## src/rtl/en_dff_mux.sv

```systemverilog
// Loadable storage slice: WIDTH independent lanes, each a 2:1 hold/load mux
// feeding a D flip-flop with synchronous active-low reset.
module en_dff_mux #(
    parameter int                 WIDTH     = 4,
    parameter logic [WIDTH-1:0]   RESET_VAL = '0
) (
    input  logic             clk,
    input  logic             reset,
    input  logic             en,
    input  logic [WIDTH-1:0] d,
    output logic [WIDTH-1:0] q,
    output logic [WIDTH-1:0] mux_out
);

    if (WIDTH < 1) begin : g_bad_width
        $error("en_dff_mux: WIDTH must be >= 1");
    end

    for (genvar i = 0; i < WIDTH; i++) begin : g_slice
        logic bit_d;
        logic bit_q;

        // The ternary keeps 4-state semantics, so an X/Z select is not masked.
        always_comb begin
            bit_d = en ? d[i] : bit_q;
        end

        always_ff @(posedge clk) begin
            if (!reset) begin
                bit_q <= RESET_VAL[i];
            end else begin
                bit_q <= bit_d;
            end
        end

        assign mux_out[i] = bit_d;
        assign q[i]       = bit_q;
    end

endmodule

```

## config.mk

```make
export PLATFORM = sky130hd
export DESIGN_NAME = en_dff_mux
export DESIGN_NICKNAME = d
export VERILOG_FILES = /design/src/rtl/en_dff_mux.sv
export SDC_FILE = /design/constraint.sdc
export NUM_CORES = 1
export LEC_CHECK = 0
export BUFFER_PORTS_ARGS = -buffer_cell sky130_fd_sc_hd__buf_4
export CORE_AREA = 2 2 39 41
export DETAILED_ROUTE_END_ITERATION = 10
export DIE_AREA = 0 0 41 43
export GPL_TIMING_DRIVEN = 0
export SLEW_MARGIN = 20
export SYNTH_ARGS = -nofsm -noshare
export SYNTH_HDL_FRONTEND = slang
export SYNTH_SLANG_ARGS = --single-unit
```

## constraint.sdc

```tcl
create_clock -name clk -period 1.7 [get_ports clk]
set_input_delay 0.17 -clock clk [delete_from_list [all_inputs] [get_ports clk]]
set_output_delay 0.17 -clock clk [all_outputs]
set_load 0.02 [all_outputs]
```

==> reports/qor.yml <==
status:
  outcome: "finished clean"
routing:
  vias_per_cell: 3.42
  drc: 0
  dr.pass1.iters: 2
  dr_total_vias: 181
  wl_per_cell_um: 7.85
  drt_wl_total_um: 416
  drt.antenna.violating_nets: 0
  drt_iter0_markers: 1
clock_network:
  cts-root-buf: "clkbuf_4"
  cts_hold_buf: 0
  clock_sinks: 4
  clk_pin_slew_ps: 40
  numCtsBuffers: 3
  cts.htree.levels: 1
  cts_tree: "built"
  post_cts_buffers: 0
  insertion_delay_ps: 230
  cts_resized: 0
  clockBufferDepth: 2
yosys:
  synth_top_area_share_pct: 37.4
  ys_seq_area_share_pct: 37.4
  synth_fp_nets: 27
  yosys-top-cells-area: "dfxtp_1, buf_4, mux2_2, and2_1, mux2_4"
  synth_cell_types: 5
  yosysWarnings: 0
  avgSynthCellArea_um2: 10.7
  syn-instance-count: 20
  synthArstFlopShare_pct: 0
  netlist_area_um2: 214
  synth_top_cells_by_count: "buf_4, and2_1, dfxtp_1"
  ys_seq_elements: 4
  synth_edf_count: 0
  post-synth-top-count-cell: "buf_4"
  synth_area_leader_cell: "dfxtp_1"
  synthFlopType: "dfxtp_1"
power_and_ir_drop:
  peakVddDrop_uv: 418
  p_leak_nw: 0.191
  p_per_area_mw_per_mm2: 830
global_route:
  grt_pass1_vias: 156
  track_usage_pct: 5.62
  overflow: 0
  grt_pass1_wl_um: 538
  grt_max_degree: 5
  antenna_found_initial: 0
sta:
  finalClockSkew_ps: 0
  tightest_slew_ps: 73.2
  max_freq_ghz: 0.802
  slew_headroom_pct: 95.1
  finalHoldViolCount: 0
  final_max_slew_viol_count: 0
  setup_viol: 0
  finalCritPeriodShare_pct: 73.3
  period_minus_slack_ps: 1250
  rsz0062_at_grt: "no"
  setup_tns_ps: 0
floorplan:
  die_x_um: 41
  start_util_pct: 15.5
  ios: 15
  core_mm2: 0.00138
  die_height_um: 43
  num_rows: 14
  die_area_mm2: 0.00176
layout:
  final_nets: 46
  diodes: 0
  layout-drive-gt1-share_pct: 78.4
  regMostFlops: "g_slice.bit_q"
  fin_cells: 53
  largestRegisters: "g_slice.bit_q (4)"
  fin_util_pct: 26.1
  area_growth_pct: 69.0
  largest_reg_flops: 4
critical_path:
  crit_fanout: 2
  cp_num_buf_inv: 2
  critPathMaxStageDelay_ps: 300
  crit_slowest_cell: "dfxtp_1"
  cp_common_cell: "buf_4"
  cp_cell_sequence: "mux2_4, buf_4, buf_4"
  criticalPathCategory: "flip-flop to output pin"
  crit_path_start_kind: "flip-flop"
  cp.required_ps: 1530
  critPathArrivalTime_ps: 1080
  critPathTopFamily: "flip-flops"
  cp-end-kind: "output pin"
hold_path:
  hp-class: "input pin to flip-flop"
placement:
  gp_congestion: 0.538
  portBuffers: 14
  dp.cells: 50
flow_run:
  cap_viol_max_count: 0
-- worst reg2reg max path, stage by stage (launching register included) --
cell and delay [ps]:
dfxtp_1 300, mux2_4 270, and2_1 150
-- cells in the final DEF, fill, tap and decap left out --
master    instances
dfxtp_1           4
and2_1            4
mux2_4            1
buf_4            22
mux2_2            3
clkbuf_4          3
-- metal layers --
metal	part of all wire [%]	up-vias	track usage [%]
met3	15	0	9.42
met1	39	78	3.86
met5	0	-	0
met4	0	0	2.00
li1	-	92	-
met2	46	11	7.19
-- logic make-up after synthesis --
logic type | after synthesis | share of synthesized area (%)
DFF | 4 | 37.4
and+or+nand+nor | 4 | 11.7
buffers and inverters | 8 | 28.1
muxes | 4 | 22.8
-- path summary, 6_finish.rpt --
check | to | cells past startpoint | startpoint | slack [ps]
setup / recovery | mux_out[3] | 3 | g_slice[3].bit_q | 450
hold / removal | g_slice[3].bit_q | 2 | reset | 160
setup reg to reg | g_slice[3].bit_q | 2 | g_slice[3].bit_q | 870
hold reg to reg | g_slice[2].bit_q | 2 | g_slice[2].bit_q | 600
-- report_power, final --
group,leakage [nW],internal (mW),switching (mW)
Combinational,0.144,0.0499,0.0323
Sequential,0.0330,0.100,0.00245
Clock,0.0138,0.0788,0.0367
Total,0.191,0.229,0.0714
-- per-stage QoR --
| stage | total power [mW] | instance area (µm²) | hold slack [ps] | worst slack [ps] |
|---|---|---|---|---|
| 2_1_floorplan | 0.153 | 214 | 292 | 833 |
| 3_3_place_gp | 0.186 | 339 | 404 | 630 |
| 3_5_place_dp | 0.187 | 339 | 406 | 625 |
| 4_1_cts | 0.310 | 362 | 156 | 434 |
| 5_1_grt | 0.325 | 362 | 155 | 410 |
| 6_report | 0.300 | 362 | 162 | 453 |
-- cell type report --
class                           instances  area [µm²]
Sequential cell                         4        80.1
Timing Repair Buffer                   14         105
Buffer                                  8        60.1
Clock buffer                            3        22.5
Tap cell                               16        20.0
Multi-Input combinational cell          8        73.8
Fill cell                             151        1020
No activity file was read; power rests on OpenSTA's default activity.
